`src/rtl/poly_voice_pkg.sv`:
```
// rtl/poly_voice_pkg.sv - shared waveform codes, widths and LFSR helper for poly_voice_pdm
package poly_voice_pkg;

    typedef enum logic [1:0] {
        WAVE_PULSE = 2'd0,
        WAVE_SAW   = 2'd1,
        WAVE_TRI   = 2'd2,
        WAVE_NOISE = 2'd3
    } wave_e;

    localparam logic [7:0] LFSR_SEED = 8'h01;
    localparam int PW_W  = 12;
    localparam int SMP_W = 8;
    localparam int ENV_W = 8;

    // Fibonacci x^8+x^6+x^5+x^4+1, shifting towards the MSB
    function automatic logic [7:0] lfsr_next(input logic [7:0] s);
        return {s[6:0], s[7] ^ s[5] ^ s[4] ^ s[3]};
    endfunction

endpackage

```
`src/rtl/poly_voice_channel.sv`:
```
// rtl/poly_voice_channel.sv - one voice: phase accumulator, noise LFSR, linear envelope, scaled waveform
module poly_voice_channel
    import poly_voice_pkg::*;
#(
    parameter int ACC_W        = 16,
    parameter int ATTACK_STEP  = 8,
    parameter int RELEASE_STEP = 4
) (
    input  logic             clk,
    input  logic             rst_n,
    input  logic             tick,
    input  logic [ACC_W-1:0] freq,
    input  logic [PW_W-1:0]  pulsewidth,
    input  logic [1:0]       wave_sel,
    input  logic             gate,
    input  logic             sync_clr,
    output logic [SMP_W-1:0] sample,
    output logic             wrap
);

    localparam logic [ENV_W:0] ATK = ATTACK_STEP[ENV_W:0];
    localparam logic [ENV_W:0] REL = RELEASE_STEP[ENV_W:0];

    logic [ACC_W-1:0] acc;
    logic [ENV_W-1:0] env;
    logic [7:0]       lfsr;

    logic [ACC_W:0]   acc_sum;
    logic [ENV_W:0]   env_up;
    logic [ENV_W-1:0] env_next;
    logic [PW_W-1:0]  phase_hi;
    logic [7:0]       saw;
    logic [7:0]       tri_wave;
    logic [7:0]       wave;
    logic [15:0]      product;

    assign acc_sum = {1'b0, acc} + {1'b0, freq};
    assign wrap    = acc_sum[ACC_W];

    assign env_up = {1'b0, env} + ATK;

    always_comb begin
        env_next = env;
        if (gate) begin
            env_next = env_up[ENV_W] ? '1 : env_up[ENV_W-1:0];
        end else if ({1'b0, env} > REL) begin
            env_next = env - REL[ENV_W-1:0];
        end else begin
            env_next = '0;
        end
    end

    assign phase_hi = acc[ACC_W-1 -: PW_W];
    assign saw      = acc[ACC_W-1 -: 8];
    // second half of the cycle mirrors the first to form the falling edge
    assign tri_wave = acc[ACC_W-2 -: 8] ^ {8{acc[ACC_W-1]}};

    always_comb begin
        wave = '0;
        case (wave_e'(wave_sel))
            WAVE_PULSE: wave = (phase_hi < pulsewidth) ? 8'hFF : 8'h00;
            WAVE_SAW:   wave = saw;
            WAVE_TRI:   wave = tri_wave;
            WAVE_NOISE: wave = lfsr;
            default:    wave = '0;
        endcase
    end

    assign product = {8'd0, wave} * {8'd0, env};
    assign sample  = product[15:8];

    always_ff @(posedge clk) begin
        if (!rst_n) begin
            acc  <= '0;
            env  <= '0;
            lfsr <= LFSR_SEED;
        end else if (tick) begin
            acc <= sync_clr ? '0 : acc_sum[ACC_W-1:0];
            env <= env_next;
            if (wrap) begin
                lfsr <= lfsr_next(lfsr);
            end
        end
    end

endmodule

```
`src/rtl/poly_voice_pdm.sv`:
```
// rtl/poly_voice_pdm.sv - multi-voice synth mixer with sigma-delta PDM output; POLY_VOICE_HARD_SYNC_EN adds hard sync
module poly_voice_pdm
    import poly_voice_pkg::*;
#(
    parameter int  NUM_VOICES   = 3,
    parameter int  ACC_W        = 16,
    parameter int  ATTACK_STEP  = 8,
    parameter int  RELEASE_STEP = 4,
    localparam int MIX_W        = 8 + $clog2(NUM_VOICES + 1)
) (
    input  logic                        clk,
    input  logic                        rst_n,
    input  logic                        tick,
    input  logic [NUM_VOICES*ACC_W-1:0] freq,
    input  logic [NUM_VOICES*PW_W-1:0]  pulsewidth,
    input  logic [NUM_VOICES*2-1:0]     wave_sel,
    input  logic [NUM_VOICES-1:0]       gate,
    input  logic [NUM_VOICES-1:0]       sync_en,
    output logic [MIX_W-1:0]            sample_out,
    output logic                        pdm_out
);

    logic [NUM_VOICES-1:0] wrap;
    logic [NUM_VOICES-1:0] sync_clr;
    logic [SMP_W-1:0]      sample [NUM_VOICES];
    logic [MIX_W-1:0]      mix_sum;
    logic [MIX_W-1:0]      mix_reg;
    logic [MIX_W-1:0]      sd_acc;

    for (genvar i = 0; i < NUM_VOICES; i++) begin : g_voice
        poly_voice_channel #(
            .ACC_W       (ACC_W),
            .ATTACK_STEP (ATTACK_STEP),
            .RELEASE_STEP(RELEASE_STEP)
        ) u_chan (
            .clk        (clk),
            .rst_n      (rst_n),
            .tick       (tick),
            .freq       (freq[i*ACC_W +: ACC_W]),
            .pulsewidth (pulsewidth[i*PW_W +: PW_W]),
            .wave_sel   (wave_sel[i*2 +: 2]),
            .gate       (gate[i]),
            .sync_clr   (sync_clr[i]),
            .sample     (sample[i]),
            .wrap       (wrap[i])
        );
    end

`ifdef POLY_VOICE_HARD_SYNC_EN
    // each voice is slaved to the wrap of the voice below it, voice 0 to the last
    for (genvar i = 0; i < NUM_VOICES; i++) begin : g_sync
        assign sync_clr[i] = sync_en[i] & wrap[(i + NUM_VOICES - 1) % NUM_VOICES];
    end
`else
    logic unused_sync;
    assign sync_clr    = '0;
    assign unused_sync = ^{sync_en, wrap};
`endif

    always_comb begin
        mix_sum = '0;
        for (int i = 0; i < NUM_VOICES; i++) begin
            mix_sum = mix_sum + MIX_W'(sample[i]);
        end
    end

    always_ff @(posedge clk) begin
        if (!rst_n) begin
            mix_reg <= '0;
            sd_acc  <= '0;
            pdm_out <= 1'b0;
        end else begin
            if (tick) begin
                mix_reg <= mix_sum;
            end
            // carry out of the accumulator is the PDM bit
            {pdm_out, sd_acc} <= {1'b0, sd_acc} + {1'b0, mix_reg};
        end
    end

    assign sample_out = mix_reg;

endmodule

```
`config.mk`:
```
export PLATFORM = sky130hd
export DESIGN_NAME = poly_voice_pdm
export DESIGN_NICKNAME = d
export VERILOG_FILES = /design/src/rtl/poly_voice_pkg.sv /design/src/rtl/poly_voice_channel.sv /design/src/rtl/poly_voice_pdm.sv
export SDC_FILE = /design/constraint.sdc
export NUM_CORES = 1
export LEC_CHECK = 0
export ABC_AREA = 1
export CAP_MARGIN = 5
export CORE_MARGIN = 2
export CORE_UTILIZATION = 62
export CTS_CLUSTER_SIZE = 28
export DETAILED_ROUTE_END_ITERATION = 16
export PLACE_DENSITY_LB_ADDON = 0.1
export SLEW_MARGIN = 5
export SYNTH_ARGS = -nofsm -noshare
export SYNTH_HDL_FRONTEND = slang
export SYNTH_SLANG_ARGS = --single-unit
export TNS_END_PERCENT = 30
```
`constraint.sdc`:
```
create_clock -name clk -period 12.4 [get_ports clk]
set_clock_uncertainty 0.15 [all_clocks]
set_input_delay 3.1 -clock clk [delete_from_list [all_inputs] [get_ports clk]]
set_output_delay 3.1 -clock clk [all_outputs]
set_load 0.005 [all_outputs]
```
==> impl_results.md <==
* Max-cap viol count at 0
* PwrDens at roughly 110 nW/um2
* M3 GR Usage at 4.736%
* Biggest area consumer among synthesized cells: ha_1
* Tcrit/Tclk final at roughly 84%
* First drt pass iteration count at 5
* Fin area at 17410 um2
* Hold_buf cts at 0
* Outcome: finished, final reports clean
* Syn Nets at ~2600
* Main area contributors after synthesis: ha_1 17%, fa_1 15%, dfxtp_1 15%
* Peak VDD IR at 86.00 uV
* Post-Syn Area per Cell at roughly 7 um2
* Drt via density at 5.553
* CTS tree: done
* Cell Rows at 57
* Synth unique cells at a little under 50
* Final setup margin at approximately 1900 ps
* Sequential fraction of the synthesis area at between 10 and 15%
* Area Growth Syn to Fin at 11.93%
* Post CTS Setup Buffer Count at 0
* Pleak at just over 0.009 uW
* Gr busiest metal: met2
* Share of layout cells above drive strength 1 at 4.502%
* Synth top area share at between 10% and 20%
* Synth warnings at 0
* Clk_lat worst skew at approximately 430 ps
* Bufs and invs on worst path at 8
* Startpoint Class: input pin
* Family with the most delay on the worst path: adder cells
* Critical Path RT at between 10000 and 15000 ps
* DP Area at around 17000 um2
* DIE HEIGHT at roughly 160 um
* Final setup fails at 0
* Worst setup path category: in -> reg
* Setup TNS at 0 ps
* Diode count at 0
* Clk sink count at between 100 and 150
* Final hold viol count at 0
* CTS buffer count at 17
* Routed wire length at ~40000 um
* # H-tree levels at 4
* Post-route ant nets at 0
* Max Slew Vio Count at 0
* RSZ-0062 raised after global routing: no
* IO Pins at 110
* Setup WS pre-CTS at 1513 ps
* Die W at between 150 and 200 um
* Post-Syn Area at ~16000 um2
* CP max stage delay at roughly 560 ps
* Critical path arrival at 10630 ps
* GRT Util Overall at a little under a third
* GR Overflow Total at 0
* Crit path top cell by count: nand2_1
* Met2 Use GR at 54.82%
* Crit path max fanout at 11
* Vias in the first global route at roughly 15000
* Max-slew headroom at 55.36%
* Clock Root Buffer: clkbuf_16
* Nets at 2726
* Initial core utilization at a little under two thirds
* Critical Path End Type: flip-flop
* WL/cell at 14.97 um
* Post-synth EDFFs at 0
* Ys async rst share at 0%
* Least-Margin Pin Slew at approximately 670 ps
* Post_cts resized at 0
* Placer Congestion at between 0.9 and 1
* Port Buffer Count at 106
* Fin crit period at approximately 10000 ps
* Global routing usage on met1 at 39.18%
* Worst Hold Class: reg -> reg
* Core area at 24460 um2
* Cells after Synth at roughly 2200
* Pin count of the biggest net entering global routing at 58
* Antenna violations before repair at 2
* #FFs+latches synth at 114
* Vias post-DR at about 15000
* Ys flop type: dfxtp_1
* Initial drt markers at slightly below 1000
* Die ar. at 26370 um2
* Detail Placement HPWL at 30880 um
* Max Freq at around 0.096 GHz
* First-pass GRT wire length at 67280 um
* DR DRC count at 0
* Number of buffers on the longest clock path at 2
* Clock-pin slew on the worst setup and hold paths at roughly 60 ps
* CP max stage cell: fa_1
==> metrics by stage <==
stage	hold slack, ps	utilization (%)	std cells	total power [uW]
final	331.9	71.17	2634	1885
after global routing	361.7	71.17	2634	2045
after CTS	334.0	71.17	2634	1883
after detailed placement	322.7	68.86	2602	1382
after global placement	299.3	68.86	2602	1356
after floorplan	289.0	-	2212	1138
==> worst register-to-register path, delay by kind of cell (launching register included) <==
kind	cells	cell delay, ps
buffers and inverters	7	460
AND/OR/NAND/NOR	10	1150
flip-flops	1	610
XOR/XNOR	1	160
adder cells (fa/ha/maj)	8	3640
AO/OA/AOI/OAI	10	1560
==> metal layers <==
metal / wire (um) / vias up
met3: 2151 / 70
met2: 19280 / 429
met1: 17240 / 6855
met4: 751 / 2
met5: 13 / -
li1: - / 7271
==> Yosys cell counts (20+ instances only) <==
| library cell | n |
|---|---|
| o2111ai_1 | 21 |
| fa_1 | 118 |
| o21ai_0 | 134 |
| nand2_1 | 371 |
| xnor2_1 | 32 |
| nand3_1 | 87 |
| xor2_1 | 41 |
| inv_1 | 394 |
| ha_1 | 212 |
| nor2_1 | 285 |
| clkbuf_1 | 32 |
| dfxtp_1 | 114 |
| a21oi_1 | 155 |
| nor3_1 | 20 |
==> state kept, by name, summed over array words and instances, names as in the netlist <==
register / count
sample_out: 10
g_voice.u_chan.acc: 48
pdm_out: 1
sd_acc: 10
g_voice.u_chan.lfsr: 24
g_voice.u_chan.env: 21
==> cell usage in the layout, fill, tap and decap left out, types with 6 or more instances in the layout <==
cell type / n
o2111ai_1: 21
fa_1: 118
clkinv_1: 10
dfxtp_1: 114
xnor2_1: 32
a31oi_1: 16
nand3_1: 87
inv_2: 19
nand4_1: 12
inv_1: 392
nor3_1: 20
or2_2: 6
nand2_1: 371
o211ai_1: 11
a21oi_1: 155
clkbuf_16: 17
o21bai_1: 13
clkdlybuf4s50_1: 104
nand2_2: 11
a221oi_1: 9
xor2_1: 41
o21ai_1: 15
nor2_1: 285
a21o_1: 7
ha_1: 212
o21ai_0: 134
nand3b_1: 8
==> report_power, final <==
group	switching (uW)	internal (uW)
Clock	208	287
Sequential	53.8	417
Combinational	554	365
Total	816	1070
==> layout make-up <==
cell class | count | area (um2)
Clock buffer | 21 | 460.4
Clock inverter | 11 | 105.1
Fill cell | 2086 | 7052
Inverter | 424 | 1603
Multi-Input combinational cell | 1630 | 11470
Sequential cell | 114 | 2282
Tap cell | 324 | 405.4
Timing Repair Buffer | 110 | 1081
==> worst paths after layout <==
path	start	to	slack [ps]	cells past startpoint
setup reg to reg	g_voice[2].u_chan.acc[15]	sample_out[9]	4570	36
hold reg to reg	g_voice[0].u_chan.env[0]	g_voice[0].u_chan.env[0]	330	2
setup / recovery	pulsewidth[35]	sample_out[9]	1930	38
hold / removal	g_voice[0].u_chan.env[0]	g_voice[0].u_chan.env[0]	330	2
==> kinds of logic (layout without fill, tap and decap cells) <==
logic type | after synthesis | after routing | synth area share [%]
flops | 114 | 114 | 14.67
xor+xnor | 73 | 73 | 4.110
compound gates | 406 | 406 | 15.13
buf+inv | 468 | 566 | 11.57
fa+ha+maj | 330 | 330 | 32.24
simple gates | 821 | 821 | 22.28
Power figures use the tool's default switching activity.
